`src/rtl/stack_arbiter.sv`:
```
// rtl/stack_arbiter.sv - two-port round-robin sequencer for the 8-bit, 256-entry hardware stack
//
// Purpose: accepts push/pop/peek requests from two requesters and grants them
// round-robin. It drives single-cycle POP/PUSH strobes to the stack block and
// captures popped words. It tracks occupancy so that overflow and underflow
// are rejected before they reach the stack pointer.
//
// Optional feature macro: STACK_ARB_PEEK_EN
//   defined   - op 2'b10 is a peek: pop, then re-push the same word (REPUSH state).
//   undefined - op 2'b10 is rejected with ack+err one cycle after it is sampled.
//
// Ports:
//   clk              system clock, rising edge
//   rst              asynchronous active-low reset
//   req0/req1        level request; op/wdata held stable until ack
//   op0/op1          00 push, 01 pop, 10 peek, 11 reserved
//   wdata0/wdata1    push data
//   ack0/ack1        one-cycle completion pulse
//   err0/err1        valid with ack; op was rejected
//   rdata0/rdata1    last popped/peeked word for that port, held
//   stk_pop          to stack POP
//   stk_push         to stack PUSH
//   stk_value        to stack VALUE (0 when not pushing)
//   stk_output       from stack OUTPUT, valid combinationally while stk_pop=1
//   depth            occupancy 0..256
//   full / empty     depth==256 / depth==0

module stack_arbiter (
    input  logic       clk,
    input  logic       rst,
    input  logic       req0,
    input  logic       req1,
    input  logic [1:0] op0,
    input  logic [1:0] op1,
    input  logic [7:0] wdata0,
    input  logic [7:0] wdata1,
    output logic       ack0,
    output logic       ack1,
    output logic       err0,
    output logic       err1,
    output logic [7:0] rdata0,
    output logic [7:0] rdata1,
    output logic       stk_pop,
    output logic       stk_push,
    output logic [7:0] stk_value,
    input  logic [7:0] stk_output,
    output logic [8:0] depth,
    output logic       full,
    output logic       empty
);

    localparam logic [1:0] OP_PUSH = 2'b00;
    localparam logic [1:0] OP_POP  = 2'b01;
    localparam logic [1:0] OP_PEEK = 2'b10;

`ifdef STACK_ARB_PEEK_EN
    typedef enum logic [1:0] {
        S_IDLE   = 2'd0,
        S_ISSUE  = 2'd1,
        S_DONE   = 2'd2,
        S_REPUSH = 2'd3
    } state_t;
`else
    typedef enum logic [1:0] {
        S_IDLE  = 2'd0,
        S_ISSUE = 2'd1,
        S_DONE  = 2'd2
    } state_t;
`endif

    state_t     state;
    state_t     state_next;
    logic       port_q;     // granted port
    logic [1:0] op_q;       // granted op
    logic [7:0] word_q;     // push data; holds the popped word during a peek
    logic       err_q;      // granted op was rejected
    logic       rr_ptr;     // port that wins a contended grant

    logic       winner;
    logic [1:0] win_op;
    logic [7:0] win_wdata;
    logic       win_legal;

    // A lone requester wins regardless of the pointer; the pointer only
    // breaks ties.
    always_comb begin
        winner    = (req0 && req1) ? rr_ptr : req1;
        win_op    = winner ? op1 : op0;
        win_wdata = winner ? wdata1 : wdata0;
        win_legal = 1'b0;
        case (win_op)
            OP_PUSH: win_legal = !full;
            OP_POP:  win_legal = !empty;
`ifdef STACK_ARB_PEEK_EN
            OP_PEEK: win_legal = !empty;
`endif
            default: win_legal = 1'b0;
        endcase
    end

    always_comb begin
        state_next = state;
        case (state)
            S_IDLE: begin
                if (req0 || req1) begin
                    state_next = win_legal ? S_ISSUE : S_DONE;
                end
            end
            S_ISSUE: begin
`ifdef STACK_ARB_PEEK_EN
                state_next = (op_q == OP_PEEK) ? S_REPUSH : S_DONE;
`else
                state_next = S_DONE;
`endif
            end
`ifdef STACK_ARB_PEEK_EN
            S_REPUSH: state_next = S_DONE;
`endif
            S_DONE:  state_next = S_IDLE;
            default: state_next = S_IDLE;
        endcase
    end

    // Strobes and handshakes come from registered state only, so nothing
    // combinational from the requesters reaches the stack or the acks.
    always_comb begin
        stk_push  = 1'b0;
        stk_pop   = 1'b0;
        stk_value = 8'h00;
        if (state == S_ISSUE) begin
            if (op_q == OP_PUSH) begin
                stk_push  = 1'b1;
                stk_value = word_q;
            end else begin
                stk_pop = 1'b1;
            end
        end
`ifdef STACK_ARB_PEEK_EN
        if (state == S_REPUSH) begin
            stk_push  = 1'b1;
            stk_value = word_q;
        end
`endif
        ack0 = (state == S_DONE) && !port_q;
        ack1 = (state == S_DONE) && port_q;
        err0 = ack0 && err_q;
        err1 = ack1 && err_q;
    end

    assign full  = (depth == 9'd256);
    assign empty = (depth == 9'd0);

    always_ff @(posedge clk or negedge rst) begin
        if (!rst) begin
            state  <= S_IDLE;
            port_q <= 1'b0;
            op_q   <= OP_PUSH;
            word_q <= 8'h00;
            err_q  <= 1'b0;
            rr_ptr <= 1'b0;
            depth  <= 9'd0;
            rdata0 <= 8'h00;
            rdata1 <= 8'h00;
        end else begin
            state <= state_next;
            case (state)
                S_IDLE: begin
                    if (req0 || req1) begin
                        port_q <= winner;
                        op_q   <= win_op;
                        word_q <= win_wdata;
                        err_q  <= !win_legal;
                        rr_ptr <= !winner;
                    end
                end
                S_ISSUE: begin
                    // Legality was checked in IDLE, so depth cannot leave 0..256.
                    if (op_q == OP_PUSH) begin
                        depth <= depth + 9'd1;
                    end else begin
                        word_q <= stk_output;
                        if (port_q) begin
                            rdata1 <= stk_output;
                        end else begin
                            rdata0 <= stk_output;
                        end
                        if (op_q == OP_POP) begin
                            depth <= depth - 9'd1;
                        end
                    end
                end
                default: begin
                end
            endcase
        end
    end

endmodule

```
`config.mk`:
```
export PLATFORM = sky130hd
export DESIGN_NAME = stack_arbiter
export DESIGN_NICKNAME = d
export VERILOG_FILES = /design/src/rtl/stack_arbiter.sv
export SDC_FILE = /design/constraint.sdc
export NUM_CORES = 1
export LEC_CHECK = 0
export ABC_CLOCK_PERIOD_IN_PS = 2700
export BUFFER_PORTS_ARGS = -buffer_cell sky130_fd_sc_hd__buf_4
export CAP_MARGIN = 10
export CORE_UTILIZATION = 35
export DETAILED_ROUTE_END_ITERATION = 8
export GPL_ROUTABILITY_DRIVEN = 1
export PLACE_DENSITY = 0.58
export SYNTH_ARGS = -nofsm -noshare
export SYNTH_HDL_FRONTEND = slang
export SYNTH_SLANG_ARGS = --single-unit
```
`constraint.sdc`:
```
create_clock -name clk -period 2.7 [get_ports clk]
set_input_delay 0 -clock clk [delete_from_list [all_inputs] [get_ports clk]]
set_output_delay 0 -clock clk [all_outputs]
set_load 0.1 [all_outputs]
```
==> results of run 1 <==
## cell type report
| type | instances | area, µm² | share of cell area |
|---|---|---|---|
| clock buffer | 5 | 68.8 | 0.0230 |
| clock inverter | 3 | 46.3 | 0.0155 |
| inverter | 8 | 30.0 | 0.0100 |
| multi-input combinational | 150 | 1100 | 0.368 |
| sequential | 40 | 1000 | 0.334 |
| tap | 75 | 93.8 | 0.0313 |
| timing repair buffer | 84 | 653 | 0.218 |
## logic make-up after synthesis
| family | Yosys count | synth area share |
|---|---|---|
| AOI/OAI and AO/OA | 38 | 0.106 |
| xor gates and xnor gates | 8 | 0.0325 |
| adders and majority gates | 8 | 0.0499 |
| buffers and inverters | 14 | 0.0256 |
| DFF | 40 | 0.465 |
| muxes | 34 | 0.172 |
| and+or+nand+nor | 62 | 0.149 |
## routing by layer
metal	track usage	wire length, µm	up-vias
met1	0.231	2290	805
met5	0	0	-
met2	0.226	2330	39
met4	0.0482	61	0
met3	0.0318	191	6
li1	-	-	876
## critical path: cells and delay by family, from the launching register on
kind                     cells  cell delay, ps
buffers and inverters        1             190
XOR/XNOR                     1             130
flip-flops                   1             420
AND/OR/NAND/NOR              2             480
multiplexers                 1             240
adder cells (fa/ha/maj)      1             380
AO/OA/AOI/OAI                2             370
## worst paths after layout
kind                            cells past startpoint  slack [ps]                    end
min in group asynchronous                           2         210  rdata1[4]$_DFFE_PN0P_
worst min register to register                      1         500  word_q[3]$_DFFE_PN0P_
worst max-delay path                                8         410   depth[8]$_DFFE_PN0P_
worst max register to register                      8         410   depth[8]$_DFFE_PN0P_
worst min-delay path                                4         120   state[0]$_DFFE_PN0P_
max in group asynchronous                           2        2130   depth[5]$_DFFE_PN0P_
## Yosys cell counts
cell       n  area, µm²
and2_1     9       56.3
nor2_1    12       45.0
dfrtp_1   40       1000
clkbuf_1   4       15.0
buf_2      2       10.0
nand2b_1   3       18.8
or2_2      1       6.26
fa_1       1       20.0
a221oi_1   1       8.76
nor3_1     2       10.0
o22ai_1    1       6.26
or4_4      2       22.5
ha_1       7       87.6
o21bai_1   2       15.0
mux2_2    24        270
a21o_1     3       22.5
o21ai_0   18       90.1
a21oi_1    6       30.0
or4b_4     1       13.8
mux2i_1   10        100
a31oi_1    1       6.26
xnor2_1    2       17.5
nand3_1    1       5.00
nor2b_1    7       43.8
a211oi_1   1       7.51
o211ai_1   2       15.0
inv_1      8       30.0
nor2_2     1       6.26
o21a_1     2       15.0
xor2_1     6       52.6
nand2_1   20       75.1
a31oi_2    1       12.5
or3_1      1       6.26
and3_1     2       12.5
## stage by stage
stage,setup TNS [ps],hold WS (ps)
finish,0,116
global route,0,130
floorplan,-1630,-296
detailed placement,0,12.0
CTS,0,115
global placement,0,17.1
## flip-flops by register name, indices dropped and copies added, names as in the netlist
signal / flops
rdata0: 8
rr_ptr: 1
err_q: 1
state: 2
op_q: 2
rdata1: 8
word_q: 8
depth: 9
port_q: 1
==> impl_metrics.py, run 1 <==
metrics = {
    "synth": {
        "ys_ff_latch": 40,
        "yosys_warnings": 0,
        "ys_types": 34,
        "synthCells": 204,
        "syn_area_per_cell_um2": 10.6,
        "syn_nets": 244,
        "syn_area_um2": 2150,
        "seq_area_frac_synth": 0.465,
    },
    "clock_network": {
        "htreeDepth": 2,
        "cts_setup_buffers": 0,
        "postCtsHoldBufs": 9,
        "cts_tree": "built",
        "clock_tree.root_cell": "clkbuf_8",
        "clock_latency_ps": 300,
        "clk_pin_slew_worst_paths_ps": 80,
        "numCtsBuffers": 5,
        "clockBufferDepth": 2,
        "ctsResizeCount": 0,
        "cts.sinks": 40,
    },
    "global_route": {
        "overflow": 0,
        "grt_pass1_vias": 1568,
        "grt_pass1_wl_um": 7610,
        "antenna_found_initial": 0,
        "grtUsageTotal": 0.156,
        "grt_max_degree": 41,
    },
    "finish": {
        "nets": 329,
        "antennaDiodeCount": 0,
        "area_growth_pct": 39.0,
        "drive_above_1_share": 0.393,
        "post-route-util": 0.506,
        "final_area_um2": 2990,
        "stdcell_count": 365,
        "nFillCells": 567,
        "layout_common_cells": "buf_4, dfrtp_1, mux2_2, nand2_1, o21ai_0",
        "layout_commonest_cell": "buf_4",
    },
    "sta": {
        "tightest_slew_ps": 611,
        "setup_slack_ps": 412,
        "slew_headroom": 0.590,
        "setup_viol": 0,
        "hold_violations": 0,
        "fin_crit_ps": 2290,
        "report.final.slew_viol_count": 0,
        "max_freq_mhz": 437,
        "fin_crit_sh": 0.847,
        "rsz0062_at_grt": "no",
        "clock_skew_ps": 11.1,
    },
    "die": {
        "fp.dieH_um": 80.5,
        "boundaryPins": 73,
        "core-area_um2": 5920,
        "die_area_um2": 6470,
        "fp.dieW_um": 80.5,
        "row_count": 28,
        "initial_core_util": 0.364,
    },
    "outcome": {
        "status": "finished clean",
    },
    "worst_setup_path": {
        "cp_max_fo": 8,
        "path_cells": "nor2_1 -> inv_1 -> ha_1 -> a21o_1 -> or3_1 -> o22ai_1 -> mux2i_1 -> xnor2_1",
        "crit_start": "op_q[0]$_DFFE_PN0P_",
        "endpoint_kind": "flip-flop",
        "critPathKind": "reg -> reg",
        "start_kind": "flip-flop",
        "slowest_stage": "dfrtp_1",
        "crit_arrival_ps": 2510,
        "cp_slowest_stage_delay_ps": 420,
        "rr_startpoint": "op_q[0]$_DFFE_PN0P_",
        "required_ps": 2920,
    },
    "flow_run": {
        "drv_cap": 0,
    },
    "placement": {
        "dpl_worst_slack_ps": 408,
        "place.gp.congestion": 0.778,
        "port-buffer-count": 72,
        "placed_cells": 348,
        "hpwl_um": 3630,
        "dpl_cell_area_um2": 2790,
    },
    "hold_path": {
        "hp-class": "in -> reg",
        "hold_start": "op1[1]",
    },
    "detailed_routing": {
        "first_pass_iters": 4,
        "viasPerCell": 4.73,
        "drc": 0,
        "num_vias": 1726,
        "drtIter0Drc": 88,
        "wire_per_inst_um": 13.4,
        "routed_wl_um": 4870,
        "postRouteAntennaNets": 0,
    },
}
Power of run 1 is not shown: default switching activity piles up to over one toggle a cycle in this logic, so the estimate is an artifact.
==> run 2, diff against run 1 <==
--- a/config.mk
+++ b/config.mk
@@ -5,13 +5,13 @@
 export SDC_FILE = /design/constraint.sdc
 export NUM_CORES = 1
 export LEC_CHECK = 0
-export ABC_CLOCK_PERIOD_IN_PS = 2700
+export ABC_CLOCK_PERIOD_IN_PS = 1900
 export BUFFER_PORTS_ARGS = -buffer_cell sky130_fd_sc_hd__buf_4
 export CAP_MARGIN = 10
 export CORE_UTILIZATION = 35
 export DETAILED_ROUTE_END_ITERATION = 8
 export GPL_ROUTABILITY_DRIVEN = 1
-export PLACE_DENSITY = 0.58
+export PLACE_DENSITY = 0.6
 export SYNTH_ARGS = -nofsm -noshare
 export SYNTH_HDL_FRONTEND = slang
 export SYNTH_SLANG_ARGS = --single-unit
==> constraint.sdc (replaced) <==
create_clock -name clk -period 1.9 [get_ports clk]
set_input_delay 0 -clock clk [delete_from_list [all_inputs] [get_ports clk]]
set_output_delay 0 -clock clk [all_outputs]
set_load 0.1 [all_outputs]
==> run 2 against run 1 <==
  * The run now ends with negative setup slack left
  * Flip-flop and latch count stayed put
  * Maximum frequency is 19% higher
  * Clock-buffer cell count stayed put
  * Via count is 5.0% higher
  * Largest cell class unchanged
==> impl_metrics.py, run 2 (synthesized netlist as in run 1, its figures left out) <==
metrics = {
    "clock_network": {
        "cts_tree": "built",
        "clock_latency_ps": 290,
        "numCtsBuffers": 5,
        "htreeDepth": 2,
        "clockBufferDepth": 2,
        "clock_tree.root_cell": "clkbuf_8",
        "cts.sinks": 40,
        "clk_pin_slew_worst_paths_ps": 80,
    },
    "worst_setup_path": {
        "crit_cells": 8,
        "critPathKind": "reg -> reg",
        "endpoint_kind": "flip-flop",
        "start_kind": "flip-flop",
        "path_cells": "nor2_4 -> inv_4 -> ha_4 -> a21o_1 -> or3_1 -> o22ai_2 -> mux2i_1 -> xnor2_1",
        "slowest_stage": "dfrtp_1",
        "crit_arrival_ps": 2130,
        "crit_family": "simple AND/OR/NAND/NOR gates",
        "path_buf_inv": 1,
        "reg2reg_depth": 8,
        "required_ps": 2110,
        "cp_max_fo": 7,
        "cp_slowest_stage_delay_ps": 410,
    },
    "detailed_routing": {
        "routed_wl_um": 5250,
        "wire_per_inst_um": 13.7,
        "num_vias": 1813,
        "first_pass_iters": 4,
        "drc": 0,
        "viasPerCell": 4.72,
        "drtIter0Drc": 59,
        "postRouteAntennaNets": 0,
    },
    "hold_path": {
        "hold_depth": 3,
        "hp-class": "in -> reg",
    },
    "global_route": {
        "grtUsageTotal": 0.169,
        "overflow": 0,
        "grt_pass1_vias": 1704,
        "grt_max_degree": 41,
        "grt_pass1_wl_um": 8270,
        "antenna_found_initial": 0,
    },
    "finish": {
        "top_register": "depth",
        "largest_register_ffs": 9,
        "nets": 349,
        "area_growth_pct": 57.0,
        "post-route-util": 0.571,
        "drive_above_1_share": 0.560,
        "layout_commonest_cell": "buf_4",
        "layout_common_cells": "buf_4, dfrtp_1, nand2_1, mux2_2, o21ai_0",
        "antennaDiodeCount": 0,
    },
    "placement": {
        "dpl_worst_slack_ps": -23.8,
        "place.gp.congestion": 0.831,
        "port-buffer-count": 72,
        "hpwl_um": 3900,
    },
    "sta": {
        "setup_viol": 1,
        "setup-tns-final_ps": -20.5,
        "fin_crit_sh": 1.01,
        "clock_skew_ps": 4.60,
        "fin_crit_ps": 1920,
        "tightest_slew_ps": 514,
        "rsz0062_at_grt": "yes",
        "max_freq_mhz": 521,
        "slew_headroom": 0.658,
        "hold_violations": 0,
        "report.final.slew_viol_count": 0,
        "setup_slack_ps": -20.5,
        "whs_ps": 118,
    },
    "die": {
        "boundaryPins": 73,
        "die_area_um2": 6470,
        "fp.dieW_um": 80.5,
        "initial_core_util": 0.364,
        "row_count": 28,
        "core-area_um2": 5920,
        "fp.dieH_um": 80.5,
    },
    "outcome": {
        "status": "finished, violations left",
        "violations": "negative setup slack",
    },
    "flow_run": {
        "drv_cap": 0,
    },
}
## run 2: cell types whose count changed in the layout (fill, tap and decap cells not counted), moves of 4 or more
cell	previous run	this run
mux2_4	0	8
dfrtp_4	0	5
and2_1	9	1
and2_2	0	8
buf_4	75	90
mux2_2	24	16
a21oi_1	6	2
dfrtp_1	40	32
## run 2: worst paths after layout
check / startpoint / end / slack, ps
max: op_q[0]$_DFFE_PN0P_ / depth[8]$_DFFE_PN0P_ / -20
min: op1[1] / err_q$_DFFE_PN0P_ / 120
max reg2reg: op_q[0]$_DFFE_PN0P_ / depth[8]$_DFFE_PN0P_ / -20
min reg2reg: word_q[5]$_DFFE_PN0P_ / word_q[5]$_DFFE_PN0P_ / 500
max in group asynchronous: rst / depth[0]$_DFFE_PN0P_ / 1280
min in group asynchronous: rst / rdata1[4]$_DFFE_PN0P_ / 210
## run 2: per-stage QoR
stage | area (µm²) | cells
2_1_floorplan | 2320 | 204
3_3_place_gp | 3090 | 365
3_5_place_dp | 3090 | 365
4_1_cts | 3310 | 383
5_1_grt | 3380 | 384
6_report | 3380 | 384
## run 2: layout make-up
| class | count | area [µm²] |
|---|---|---|
| fill | 521 | 2540 |
| inverter | 8 | 36.3 |
| multi-input combinational | 150 | 1300 |
| timing repair buffer | 104 | 848 |
| clock buffer | 5 | 68.8 |
| clock inverter | 2 | 12.5 |
| sequential | 40 | 1020 |
| tap | 75 | 93.8 |
## run 2: timing repair
action                                 CTS  global route
hold buffers                             9             0
resized for setup                        9            14
pin swaps                                3             6
setup buffers                            2             1
endpoints found under the hold margin   56             0
setup endpoints to repair               12            17
## run 2: worst reg2reg max path, delay by kind of cell (launching register included)
kind	cells	cell delay [ps]
and+or+nand+nor	2	460
DFF	1	410
AOI/OAI and AO/OA	2	290
adders and majority gates	1	250
muxes	1	230
xor gates and xnor gates	1	130
buffers and inverters	1	80
## run 2: routing by layer
layer	GRT usage	up-vias	routed length, µm
met4	0.0536	0	40
met1	0.233	861	2470
met5	0	-	0
met2	0.259	36	2520
met3	0.0386	2	211
li1	-	914	-
Power of run 2 is left out for the same reason.
==> run 3, diff against run 2 <==
--- a/config.mk
+++ b/config.mk
@@ -12,6 +12,7 @@
 export DETAILED_ROUTE_END_ITERATION = 8
 export GPL_ROUTABILITY_DRIVEN = 1
 export PLACE_DENSITY = 0.6
+export SKIP_LAST_GASP = 1
 export SYNTH_ARGS = -nofsm -noshare
 export SYNTH_HDL_FRONTEND = slang
 export SYNTH_SLANG_ARGS = --single-unit
==> run 3 against run 2 <==
  * Setup slack worse by 4.7 ps
  * The run still ends with negative setup slack left
  * Die area stayed put
  * Cell area did not move
  * Hold slack improved by 0.80 ps
  * Routed wire length up 0.25%
  * Sequential share of layout area unchanged
  * Register-to-register slack is essentially flat
  * Maximum frequency decreased by 0.24%
==> impl_metrics.py, run 3 (synthesized netlist as in run 1, its figures left out) <==
metrics = {
    "detailed_routing": {
        "first_pass_iters": 4,
        "wire_per_inst_um": 13.7,
        "num_vias": 1806,
        "postRouteAntennaNets": 0,
        "drtIter0Drc": 47,
        "routed_wl_um": 5260,
        "drc": 0,
        "viasPerCell": 4.70,
    },
    "outcome": {
        "violations": "negative setup slack",
        "status": "finished, violations left",
    },
    "worst_setup_path": {
        "reg2reg_to": "depth[8]$_DFFE_PN0P_",
        "slowest_stage": "dfrtp_1",
        "critPathKind": "reg -> reg",
        "required_ps": 2110,
        "start_kind": "flip-flop",
        "cp_slowest_stage_delay_ps": 410,
        "endpoint_kind": "flip-flop",
        "reg2reg_depth": 8,
        "r2r_setup_slack_ps": -30,
        "path_cells": "nor2_4 -> inv_4 -> ha_4 -> a21o_1 -> or3_1 -> o22ai_2 -> mux2i_1 -> xnor2_1",
        "cp_max_fo": 7,
        "rr_startpoint": "op_q[0]$_DFFE_PN0P_",
        "crit_arrival_ps": 2140,
    },
    "sta": {
        "clock_skew_ps": 4.44,
        "report.final.slew_viol_count": 0,
        "hold_violations": 0,
        "fin_crit_sh": 1.01,
        "slew_headroom": 0.662,
        "setup_viol": 1,
        "rsz0062_at_grt": "yes",
        "tightest_slew_ps": 508,
        "setup_slack_ps": -25.2,
        "setup-tns-final_ps": -25.2,
        "fin_crit_ps": 1930,
        "max_freq_mhz": 519,
    },
    "finish": {
        "antennaDiodeCount": 0,
        "layout_common_cells": "buf_4, dfrtp_1, nand2_1, mux2_2, o21ai_0",
        "layout_commonest_cell": "buf_4",
        "top_register": "depth",
        "area_growth_pct": 57.0,
        "largest_register_ffs": 9,
        "post-route-util": 0.571,
        "nFillCells": 521,
        "nets": 349,
        "drive_above_1_share": 0.560,
        "multiInputGateArea_um2": 1300,
        "regArea_um2": 1020,
    },
    "die": {
        "fp.dieH_um": 80.5,
        "boundaryPins": 73,
        "die_area_um2": 6470,
        "core-area_um2": 5920,
        "initial_core_util": 0.364,
        "row_count": 28,
        "fp.dieW_um": 80.5,
    },
    "hold_path": {
        "hp-class": "in -> reg",
        "hold_depth": 3,
        "hold_start": "op1[1]",
        "hold_path_end": "err_q$_DFFE_PN0P_",
    },
    "clock_network": {
        "cts.sinks": 40,
        "clock_tree.root_cell": "clkbuf_8",
        "clockBufferDepth": 2,
        "clk_pin_slew_worst_paths_ps": 80,
        "numCtsBuffers": 5,
        "clock_latency_ps": 290,
        "htreeDepth": 2,
        "cts_tree": "built",
    },
    "placement": {
        "hpwl_um": 3900,
        "place.gp.congestion": 0.831,
        "port-buffer-count": 72,
    },
    "global_route": {
        "antenna_found_initial": 0,
        "grt_max_degree": 41,
        "overflow": 0,
        "grtUsageTotal": 0.169,
        "grt_pass1_wl_um": 8290,
        "grt_pass1_vias": 1690,
    },
    "flow_run": {
        "drv_cap": 0,
    },
}
==> run 3: cell counts in the layout (fill, tap and decap cells not counted) <==
No cell type changed its count.
==> run 3: worst max-delay path, delay by kind of cell (launching register included) <==
family | cells | cell delay (ps)
xor+xnor | 1 | 130
buf+inv | 1 | 80
flops | 1 | 410
simple gates | 2 | 460
fa+ha+maj | 1 | 240
mux | 1 | 230
compound gates | 2 | 290
==> run 3: worst max-delay path by stage <==
stage,start,depth (start not counted),end
finish,op_q[0]$_DFFE_PN0P_,8,depth[8]$_DFFE_PN0P_
global route,op_q[0]$_DFFE_PN0P_,8,depth[7]$_DFFE_PN0P_
CTS,op_q[0]$_DFFE_PN0P_,8,depth[8]$_DFFE_PN0P_
detailed placement,op_q[1]$_DFFE_PN0P_,8,depth[8]$_DFFE_PN0P_
global placement,op_q[1]$_DFFE_PN0P_,8,depth[8]$_DFFE_PN0P_
floorplan,depth[1]$_DFFE_PN0P_,2,full
==> run 3: stage by stage <==
step / instance area, µm² / setup WS [ps] / hold slack, ps / cells
after global routing: 3380 / -149 / 123 / 384
after floorplan: 2320 / -160 / -296 / 204
after detailed placement: 3090 / -23.8 / 14.6 / 365
after CTS: 3290 / -31.8 / 93.6 / 383
after global placement: 3090 / 15.8 / 14.3 / 365
final: 3380 / -25.2 / 119 / 384
==> run 3: metal layers <==
metal,GRT usage,share of wire
met2,0.254,0.48
met3,0.0386,0.040
met4,0.0536,0.0076
met1,0.237,0.48
met5,0,0
==> run 3: repair_timing <==
action,4_1_cts,5_1_grt
hold buffers,9,0
resized for setup,6,17
buffers inserted,2,1
cloned,0,0
endpoints found under the hold margin,56,0
pin swaps,3,6
setup endpoints to repair,12,17
==> run 3: final cells by class <==
class / count / area share
multi-input cells: 150 / 0.384
flip-flops and latches: 40 / 0.303
repair buffers: 104 / 0.251
well taps: 75 / 0.0277
clock buffers: 5 / 0.0203
inverters: 8 / 0.0107
clock inverters: 2 / 0.00370
Power of run 3 is left out for the same reason.
